File: src/rtl/sync_fifo_fwft_if.sv
// sync_fifo_fwft_if
// Handshake and status bundle for sync_fifo_fwft.
//   master : producer/consumer side (drives wr_en, wr_data, rd_en)
//   slave  : FIFO side (drives read data, flags, count, error pulses)
// Signals:
//   wr_en, wr_data   write request and word
//   rd_en            pop request / acknowledge of the displayed word
//   rd_data/rd_valid read word and its qualifier
//   full, empty, almost_full, almost_empty, count   occupancy status
//   overflow/underflow   one-cycle pulses for rejected write/read
interface sync_fifo_fwft_if #(
    parameter int WIDTH = 8,
    parameter int DEPTH = 16
);
    logic                     wr_en;
    logic [WIDTH-1:0]         wr_data;
    logic                     rd_en;
    logic [WIDTH-1:0]         rd_data;
    logic                     rd_valid;
    logic                     full;
    logic                     empty;
    logic                     almost_full;
    logic                     almost_empty;
    logic [$clog2(DEPTH):0]   count;
    logic                     overflow;
    logic                     underflow;

    modport master (
        output wr_en, wr_data, rd_en,
        input  rd_data, rd_valid, full, empty, almost_full, almost_empty,
               count, overflow, underflow
    );

    modport slave (
        input  wr_en, wr_data, rd_en,
        output rd_data, rd_valid, full, empty, almost_full, almost_empty,
               count, overflow, underflow
    );
endinterface

File: src/rtl/sync_fifo_fwft.sv
// sync_fifo_fwft
// Single-clock FIFO with selectable read style:
//   FWFT=0 : registered read, rd_data loads on an accepted pop and
//            rd_valid pulses for one cycle.
//   FWFT=1 : first-word-fall-through, head word shown combinationally,
//            rd_valid = !empty, rd_en acknowledges the shown word.
// Ports:
//   clk  rising-edge clock
//   rst  asynchronous active-high reset (pointers, count, outputs)
//   bus  sync_fifo_fwft_if.slave (write/read handshake and status)
// Status flags are decoded from the registered count, so they always
// describe occupancy after the most recent edge.
module sync_fifo_fwft #(
    parameter int WIDTH    = 8,
    parameter int DEPTH    = 16,
    parameter int AF_LEVEL = DEPTH - 2,
    parameter int AE_LEVEL = 2,
    parameter int FWFT     = 0
) (
    input  logic             clk,
    input  logic             rst,
    sync_fifo_fwft_if.slave  bus
);
    localparam int AW = $clog2(DEPTH);
    localparam int CW = AW + 1;

    localparam logic [CW-1:0] FULL_CNT = CW'(DEPTH);
    localparam logic [CW-1:0] AF_CNT   = CW'(AF_LEVEL);
    localparam logic [CW-1:0] AE_CNT   = CW'(AE_LEVEL);

    // Reject illegal configurations at elaboration time.
    generate
        if (WIDTH < 1) begin : g_bad_width
            $error("sync_fifo_fwft: WIDTH must be >= 1");
        end
        if (DEPTH < 4 || (DEPTH & (DEPTH - 1)) != 0) begin : g_bad_depth
            $error("sync_fifo_fwft: DEPTH must be a power of two >= 4");
        end
        if (AF_LEVEL > DEPTH || AF_LEVEL < 0) begin : g_bad_af
            $error("sync_fifo_fwft: AF_LEVEL out of range");
        end
        if (AE_LEVEL >= DEPTH || AE_LEVEL < 0) begin : g_bad_ae
            $error("sync_fifo_fwft: AE_LEVEL out of range");
        end
        if (FWFT != 0 && FWFT != 1) begin : g_bad_mode
            $error("sync_fifo_fwft: FWFT must be 0 or 1");
        end
    endgenerate

    logic [WIDTH-1:0] mem [DEPTH];

    logic [AW-1:0] wr_ptr_reg;
    logic [AW-1:0] rd_ptr_reg;
    logic [CW-1:0] count_reg;
    logic          overflow_reg;
    logic          underflow_reg;

    logic full_flag;
    logic empty_flag;
    logic wr_accept;
    logic rd_accept;

    assign full_flag  = (count_reg == FULL_CNT);
    assign empty_flag = (count_reg == '0);

    // A full FIFO can still pop, an empty one can still push; the other
    // half of a simultaneous request is the one that gets rejected.
    assign wr_accept = bus.wr_en && !full_flag;
    assign rd_accept = bus.rd_en && !empty_flag;

    // Storage has no reset so it can map onto block/distributed RAM.
    always_ff @(posedge clk) begin
        if (wr_accept) begin
            mem[wr_ptr_reg] <= bus.wr_data;
        end
    end

    // Pointers are exactly log2(DEPTH) bits, so wrap is free.
    always_ff @(posedge clk or posedge rst) begin
        if (rst) begin
            wr_ptr_reg    <= '0;
            rd_ptr_reg    <= '0;
            count_reg     <= '0;
            overflow_reg  <= 1'b0;
            underflow_reg <= 1'b0;
        end else begin
            if (wr_accept) begin
                wr_ptr_reg <= wr_ptr_reg + AW'(1);
            end
            if (rd_accept) begin
                rd_ptr_reg <= rd_ptr_reg + AW'(1);
            end
            case ({wr_accept, rd_accept})
                2'b10:   count_reg <= count_reg + CW'(1);
                2'b01:   count_reg <= count_reg - CW'(1);
                default: count_reg <= count_reg;
            endcase
            overflow_reg  <= bus.wr_en && full_flag;
            underflow_reg <= bus.rd_en && empty_flag;
        end
    end

    assign bus.full         = full_flag;
    assign bus.empty        = empty_flag;
    assign bus.almost_full  = (count_reg >= AF_CNT);
    assign bus.almost_empty = (count_reg <= AE_CNT);
    assign bus.count        = count_reg;
    assign bus.overflow     = overflow_reg;
    assign bus.underflow    = underflow_reg;

    generate
        if (FWFT == 0) begin : g_std
            logic [WIDTH-1:0] rd_data_reg;
            logic             rd_valid_reg;

            always_ff @(posedge clk or posedge rst) begin
                if (rst) begin
                    rd_data_reg  <= '0;
                    rd_valid_reg <= 1'b0;
                end else begin
                    rd_valid_reg <= rd_accept;
                    if (rd_accept) begin
                        rd_data_reg <= mem[rd_ptr_reg];
                    end
                end
            end

            assign bus.rd_data  = rd_data_reg;
            assign bus.rd_valid = rd_valid_reg;
        end else begin : g_fwft
            // Gate the head word while empty so rd_data reads as zero in
            // reset and never exposes a stale or unwritten location.
            assign bus.rd_data  = empty_flag ? '0 : mem[rd_ptr_reg];
            assign bus.rd_valid = !empty_flag;
        end
    endgenerate
endmodule

File: src/flat_wrapper.sv
// flat-port wrapper written by rule: the top's interface ports become plain ports
module sync_fifo_fwft_flat 
#(
    parameter int WIDTH    = 8,
    parameter int DEPTH    = 16,
    parameter int AF_LEVEL = DEPTH - 2,
    parameter int AE_LEVEL = 2,
    parameter int FWFT     = 0
)
  (clk, rst, bus_wr_en, bus_wr_data, bus_rd_en, bus_rd_data, bus_rd_valid, bus_full, bus_empty, bus_almost_full, bus_almost_empty, bus_count, bus_overflow, bus_underflow);
  sync_fifo_fwft_if #(.WIDTH(WIDTH), .DEPTH(DEPTH)) bus_i ();
  input  logic clk;
  input  logic rst;
  input wire logic [$bits(bus_i.wr_en)-1:0] bus_wr_en;
  input wire logic [$bits(bus_i.wr_data)-1:0] bus_wr_data;
  input wire logic [$bits(bus_i.rd_en)-1:0] bus_rd_en;
  output wire logic [$bits(bus_i.rd_data)-1:0] bus_rd_data;
  output wire logic [$bits(bus_i.rd_valid)-1:0] bus_rd_valid;
  output wire logic [$bits(bus_i.full)-1:0] bus_full;
  output wire logic [$bits(bus_i.empty)-1:0] bus_empty;
  output wire logic [$bits(bus_i.almost_full)-1:0] bus_almost_full;
  output wire logic [$bits(bus_i.almost_empty)-1:0] bus_almost_empty;
  output wire logic [$bits(bus_i.count)-1:0] bus_count;
  output wire logic [$bits(bus_i.overflow)-1:0] bus_overflow;
  output wire logic [$bits(bus_i.underflow)-1:0] bus_underflow;
  assign bus_i.wr_en = bus_wr_en;
  assign bus_i.wr_data = bus_wr_data;
  assign bus_i.rd_en = bus_rd_en;
  assign bus_rd_data = bus_i.rd_data;
  assign bus_rd_valid = bus_i.rd_valid;
  assign bus_full = bus_i.full;
  assign bus_empty = bus_i.empty;
  assign bus_almost_full = bus_i.almost_full;
  assign bus_almost_empty = bus_i.almost_empty;
  assign bus_count = bus_i.count;
  assign bus_overflow = bus_i.overflow;
  assign bus_underflow = bus_i.underflow;
  sync_fifo_fwft #(.WIDTH(WIDTH), .DEPTH(DEPTH), .AF_LEVEL(AF_LEVEL), .AE_LEVEL(AE_LEVEL), .FWFT(FWFT)) u_core (.clk(clk), .rst(rst), .bus(bus_i));
endmodule
File: config.mk
export PLATFORM = sky130hd
export DESIGN_NAME = sync_fifo_fwft_flat
export DESIGN_NICKNAME = d
export VERILOG_FILES = /design/src/rtl/sync_fifo_fwft_if.sv /design/src/rtl/sync_fifo_fwft.sv /design/src/flat_wrapper.sv
export SDC_FILE = /design/constraint.sdc
export NUM_CORES = 1
export LEC_CHECK = 0
export ABC_AREA = 1
export ABC_CLOCK_PERIOD_IN_PS = 2600
export CORE_MARGIN = 4
export CORE_UTILIZATION = 60
export CTS_CLUSTER_SIZE = 28
export DETAILED_ROUTE_END_ITERATION = 12
export PLACE_DENSITY = 0.77
export SYNTH_ARGS = -nofsm -noshare
export SYNTH_HDL_FRONTEND = slang
export SYNTH_SLANG_ARGS = --single-unit
File: constraint.sdc
create_clock -name clk -period 2.6 [get_ports clk]
set_input_delay 0.26 -clock clk [delete_from_list [all_inputs] [get_ports clk]]
set_output_delay 0.26 -clock clk [all_outputs]
set_load 0.02 [all_outputs]
Word-level counts from Yosys, hierarchy flattened
Memories as Yosys holds them, arrays and structs flattened. A register that Yosys moved wholly into a read port is not among the register bits.
Cells that the tools add are included.
{"block": "op_classes", "add_sub_neg": 4, "order_cmp": 2, "n_eq_ne": 3, "n_mux": 3, "reduce_logical": 8}
{"op": "one-hot mux 5 bit (2 select lines)", "n": 1}
{"op": "adder 4 x 1 -> 4 bit, second input constant", "n": 2}
{"op": "adder 5 x 1 -> 5 bit, second input constant", "n": 1}
{"op": "equality test 5 bit, second input constant", "n": 1}
{"op": "greater-or-equal comparator 5 x 4 -> 1 bit, second input constant", "n": 1}
{"op": "less-or-equal comparator 5 x 2 -> 1 bit, second input constant", "n": 1}
{"op": "logical NOT 5 bit", "n": 1}
{"op": "subtractor 5 x 1 -> 5 bit, second input constant", "n": 1}
{"op": "logical AND 1 bit", "n": 4}
{"op": "equality test 2 x 1 -> 1 bit, second input constant", "n": 1}
{"op": "equality test 2 bit, second input constant", "n": 1}
{"op": "logical NOT 1 bit", "n": 2}
{"op": "two-way mux 1 bit", "n": 2}
{"op": "nonzero test 2 bit", "n": 1}
{"block": "word_totals", "regBits": 16, "ramBits": 128, "inputBits": 12, "elab_cells": 27, "n_memories": 1}
{"memory": "u_core.mem", "words": 16, "word_bits": 8, "read_ports": 1, "rd_clocked_by_memory_dff": 1, "wr": 1, "line": "sync_fifo_fwft.sv:50", "rtl": "logic [WIDTH-1:0] mem [DEPTH];"}

Longest topological paths before layout
{"block": "logic_depth", "depth_word": 5, "mapped_depth": 15}

Least setup slack after synthesis
No wires, ideal clock.
{"block": "synth_timing", "kind": "reg-to-reg", "start": "register u_core.count_reg[2], in the netlist u_core.bus.count[2]", "end": "register u_core.count_reg[4], in the netlist u_core.bus.count[4]", "setup_time_ns": 0.117, "t_arrival_ns": 2.158, "slack_ns": 0.326, "path_stages_with_launch": 16, "path_buffers": 1, "cell_sequence": "dfrtp_1 nor2_2 nand4_2 nand2_1 inv_1 buf_2 ha_1 xor2_1 ha_1 inv_1 nand2_1 nand3_1 nand2_1 xor2_1 nand2_1 nand2_1"}
{"block": "synth_between", "elab_chain_cells": 5, "word_cells_on_any_way": 12}
{"item": "start, declared", "line": "sync_fifo_fwft.sv:54", "rtl": "logic [CW-1:0] count_reg;"}
{"item": "start signal, assigned", "line": "sync_fifo_fwft.sv:94", "rtl": "2'b10: count_reg <= count_reg + CW'(1);"}
{"item": "start signal, assigned", "line": "sync_fifo_fwft.sv:95", "rtl": "2'b01: count_reg <= count_reg - CW'(1);"}
{"item": "start signal, assigned", "line": "sync_fifo_fwft.sv:96", "rtl": "default: count_reg <= count_reg;"}
{"item": "logical NOT 5 bit (*)", "line": "sync_fifo_fwft.sv:64", "rtl": "assign empty_flag = (count_reg == '0);"}
{"item": "logical NOT 1 bit (*)", "line": "sync_fifo_fwft.sv:69", "rtl": "assign rd_accept = bus.rd_en && !empty_flag;"}
{"item": "logical AND 1 bit (*)", "line": "sync_fifo_fwft.sv:69"}
{"item": "net u_core.rd_accept", "line": "sync_fifo_fwft.sv:61", "rtl": "logic rd_accept;"}
{"item": "equality test 2 x 1 -> 1 bit / equality test 2 bit (equally long branches)", "line": "sync_fifo_fwft.sv:93", "rtl": "case ({wr_accept, rd_accept})"}
{"item": "one-hot mux 5 bit (2 select lines) / nonzero test 2 bit (equally long branches)"}
The timed path passes the listed nets; every way through them passes the cells marked *.
A chain may end at the register's enable or synchronous reset.

Final worst setup path
{"block": "layout_timing", "start": "register u_core.count_reg[2], in the netlist u_core.bus.count[2]", "end": "register u_core.count_reg[4], in the netlist u_core.bus.count[4]"}
{"block": "layout_between", "elab_chain_cells": 5, "word_cells_on_any_way": 12}
{"item": "equality test 5 bit / logical NOT 5 bit (equally long branches)", "line": "sync_fifo_fwft.sv:63, sync_fifo_fwft.sv:64"}
{"item": "logical NOT 1 bit (on tied branches)", "line": "sync_fifo_fwft.sv:68, sync_fifo_fwft.sv:69"}
{"item": "logical AND 1 bit (on tied branches)", "line": "sync_fifo_fwft.sv:68, sync_fifo_fwft.sv:69"}
{"item": "equality test 2 x 1 -> 1 bit / equality test 2 bit (equally long branches)", "line": "sync_fifo_fwft.sv:93"}
{"item": "one-hot mux 5 bit (2 select lines) / nonzero test 2 bit (equally long branches)"}
Several ways; a longest one is shown, not always the timed one.

==> summary.md <==
| Metric | Value |
|---|---|
| CTS buffer count | 17 |
| CP max stage delay | between 400 and 500 ps |
| Finished Layout Cells | 871 |
| DR WL/cell | ~18 µm |
| Share of the synthesized area in the top cell type | 0.565 |
| Crit end category | flip-flop |
| Worst Hold Class | in2async |
| Crit path top cell by count | nand2_1 |
| Post-DP HPWL | a little under 10 mm |
| Fraction of registers with async set/reset | 0.158 |
| Number of flops mapped to enable cells by yosys | ~130 |
| Core area | around 11,000 µm² |
| Starting density of the core | 0.619 |
| Sequential share of the synthesized area | 0.654 |
| Final wirelength | about 15 mm |
| FP Rows | 38 |
| Router iterations before antenna repair | 5 |
| Total GRT Usage | 0.251 |
| Worst-path clk slew | approximately 60 ps |
| Synth-to-layout area growth | 15.1% |
| Clock sinks | 152 |
| Routability Congestion | between 0.9 and 1 |
| Fraction of layout cells with a size suffix above 1 | 0.0725 |
| Final Critical Period | around 2300 ps |
| CTS tree | yes |
| H-tree depth | 4 |
| Final setup vio count | 0 |
| Max FFs per register | around 130 |
| Antenna diode instance count | 0 |
| IO Port Bufs | 31 |
| Full die area | 13,100 µm² |
| Gate count of the mapped netlist | a little under 700 |
| CTS max path bufs | 2 |
| First-pass GRT wire length | about 24 mm |
| Routed vias | between 4,000 and 5,000 |
| Worst-Skew Late Latency | 430 ps |
| # Max-Cap Violations | 0 |
| Fin nets | about 740 |
| VDD IR max | around 0.7 mV |
| Top post-synthesis cells by area | edfxtp_1 57%, nand2_1 12%, dfrtp_1 8.8% |
| Syn_nets | roughly 700 |
| Vias in the first global route | 4,612 |
| Static Leak | about 0.0035 µW |
| Crit path max-delay cell type | dfrtp_1 |
| Placed Instances | ~840 |
| Slew @ Worst Pin | between 900 and 1000 ps |
| Flop and latch count out of synthesis | ~150 |
| Layout Skew | around 6.7 ps |
| Status | finished, final reports clean |
| Crit path cell chain | nor2_2 > nand4_1 > nand2_2 > ha_2 > xor2_1 > ha_1 > inv_1 > nand2_1 > nand3_1 > nand2_1 > xor2_1 > nand2_1 > nand2_1 |
| Max Clk Rate | between 400 and 500 MHz |
| Initial antenna violation count | 0 |
| Unique masters post-synth | 24 |
| Most common flop cell mapped by yosys | edfxtp_1 |
| Setup TNS | 0 ps |
| Fin. Hold Viols | 0 |
| Ys Warns | 0 |
| DRC Markers | 0 |
| Crit-path max FO | 7 |
| Pins Over Slew Limit | 0 |
| Synth area leader | edfxtp_1 |
| Root Buffer | clkbuf_16 |
| CP arrival | 2630 ps |
| Detail Route Antenna Nets | 0 |
| Kind of start point of the critical path | flip-flop |
| CP Class | reg2reg |
| CP Buf/Inv Count | 1 |
| Fin crit share | 0.869 |
| PwrDens | about 1100 nW/µm² |
| Worst Path Required | just under 3000 ps |
| Syn Std Cell Area | between 6000 and 7000 µm² |
| Largest net degree at the start of global routing | 67 |
| Vias per inst | 5.38 |
| GRT overflow | 0 |
| Hold buffers post-CTS | 0 |
| RSZ-0062 raised after global routing | false |
| I/O pin count | 32 |
| Die height | roughly 110 µm |
| Drt first-iter violations | slightly below 600 |
| Chip Width | about 110 µm |
| Slew headroom | 0.365 |
| Synth Area per Inst | about 10 µm² |
| Pre-CTS WS | ~280 ps |
| Final setup margin | ~340 ps |
| CP delay by family, top | simple AND/OR/NAND/NOR gates |
| Post-layout util | 0.713 |
==> repair_timing <==
| action | in CTS | in global routing |
|---|---|---|
| setup buffers | 0 | 2 |
| resized for setup | 0 | 1 |
| setup endpoints to repair | 0 | 1 |
==> power breakdown <==
| part | leakage (µW) | internal, µW | switching, µW |
|---|---|---|---|
| logic | 0.00179 | 1030 | 2060 |
| registers | 0.00145 | 3040 | 273 |
| clock network | 0.000272 | 1500 | 940 |
==> cell usage in the layout, fill, tap and decap left out, types with 5 or more instances in the layout <==
| cell | Yosys | layout |
|---|---|---|
| clkbuf_16 | 0 | 17 |
| dfrtp_1 | 24 | 23 |
| edfxtp_1 | 128 | 128 |
| nand3_1 | 103 | 103 |
| buf_4 | 10 | 16 |
| clkdlybuf4s50_1 | 0 | 31 |
| nor2_1 | 21 | 21 |
| inv_1 | 120 | 120 |
| clkinvlp_4 | 0 | 5 |
| xor2_1 | 9 | 9 |
| nand2_1 | 221 | 221 |
| ha_1 | 9 | 8 |
==> layout make-up <==
class / count / area, µm²
tap: 140 / 175
clock inverter: 13 / 155
timing repair buffer: 48 / 450
sequential: 152 / 4450
clock buffer: 19 / 433
multi-input combinational: 376 / 1710
fill: 739 / 3160
inverter: 123 / 462
==> per-stage QoR <==
stage               cell area, µm²  hold WS [ps]  power (µW)
floorplan                     6800           275        5460
global placement              7220           465        6270
detailed placement            7220           470        6370
CTS                           7810           188        8810
global route                  7830           225        9340
finish                        7830           188        8830
==> synthesized netlist by cell type (2+ instances only) <==
cell / count
nand2_1: 221
edfxtp_1: 128
inv_1: 120
nand3_1: 103
dfrtp_1: 24
nor2_1: 21
buf_2: 11
buf_4: 10
ha_1: 9
xor2_1: 9
buf_6: 5
o21ai_0: 3
inv_2: 2
xnor2_1: 2
==> worst reg2reg max path: stages, from the launching register on <==
cell     delay (ps)
dfrtp_1         450
nor2_2          220
nand4_1         180
nand2_2         140
ha_2            260
xor2_1          210
ha_1            170
inv_1            30
nand2_1         100
nand3_1         100
nand2_1          90
xor2_1          150
nand2_1          70
nand2_1          50
==> cell families after synthesis <==
family | after synthesis | synth area share
XOR/XNOR | 11 | 0.0142
AO/OA/AOI/OAI | 7 | 0.00589
adder cells (fa/ha/maj) | 9 | 0.0166
AND/OR/NAND/NOR | 349 | 0.214
flip-flops | 152 | 0.654
buffers and inverters | 150 | 0.0959
==> routing by layer <==
metal	part of all wire	vias up	track usage
li1	-	2236	-
met1	0.40	2219	0.327
met2	0.48	191	0.395
met3	0.084	40	0.0751
met4	0.027	0	0.108
met5	0	-	0
==> final timing paths <==
check | from | end | depth (start not counted) | slack [ps]
worst max-delay path | u_core.bus.count[2] | u_core.bus.count[4] | 13 | 340
min in group clk | bus_rd_en | u_core.bus.underflow | 3 | 390
worst min-delay path | rst | u_core.bus.rd_data[2] | 3 | 190
worst min register to register | u_core.bus.rd_data[3] | u_core.bus.rd_data[3] | 2 | 480
max in group asynchronous | rst | u_core.rd_ptr_reg[0] | 3 | 2160
worst max register to register | u_core.bus.count[2] | u_core.bus.count[4] | 13 | 340
No activity file was read; power rests on OpenSTA's default activity.
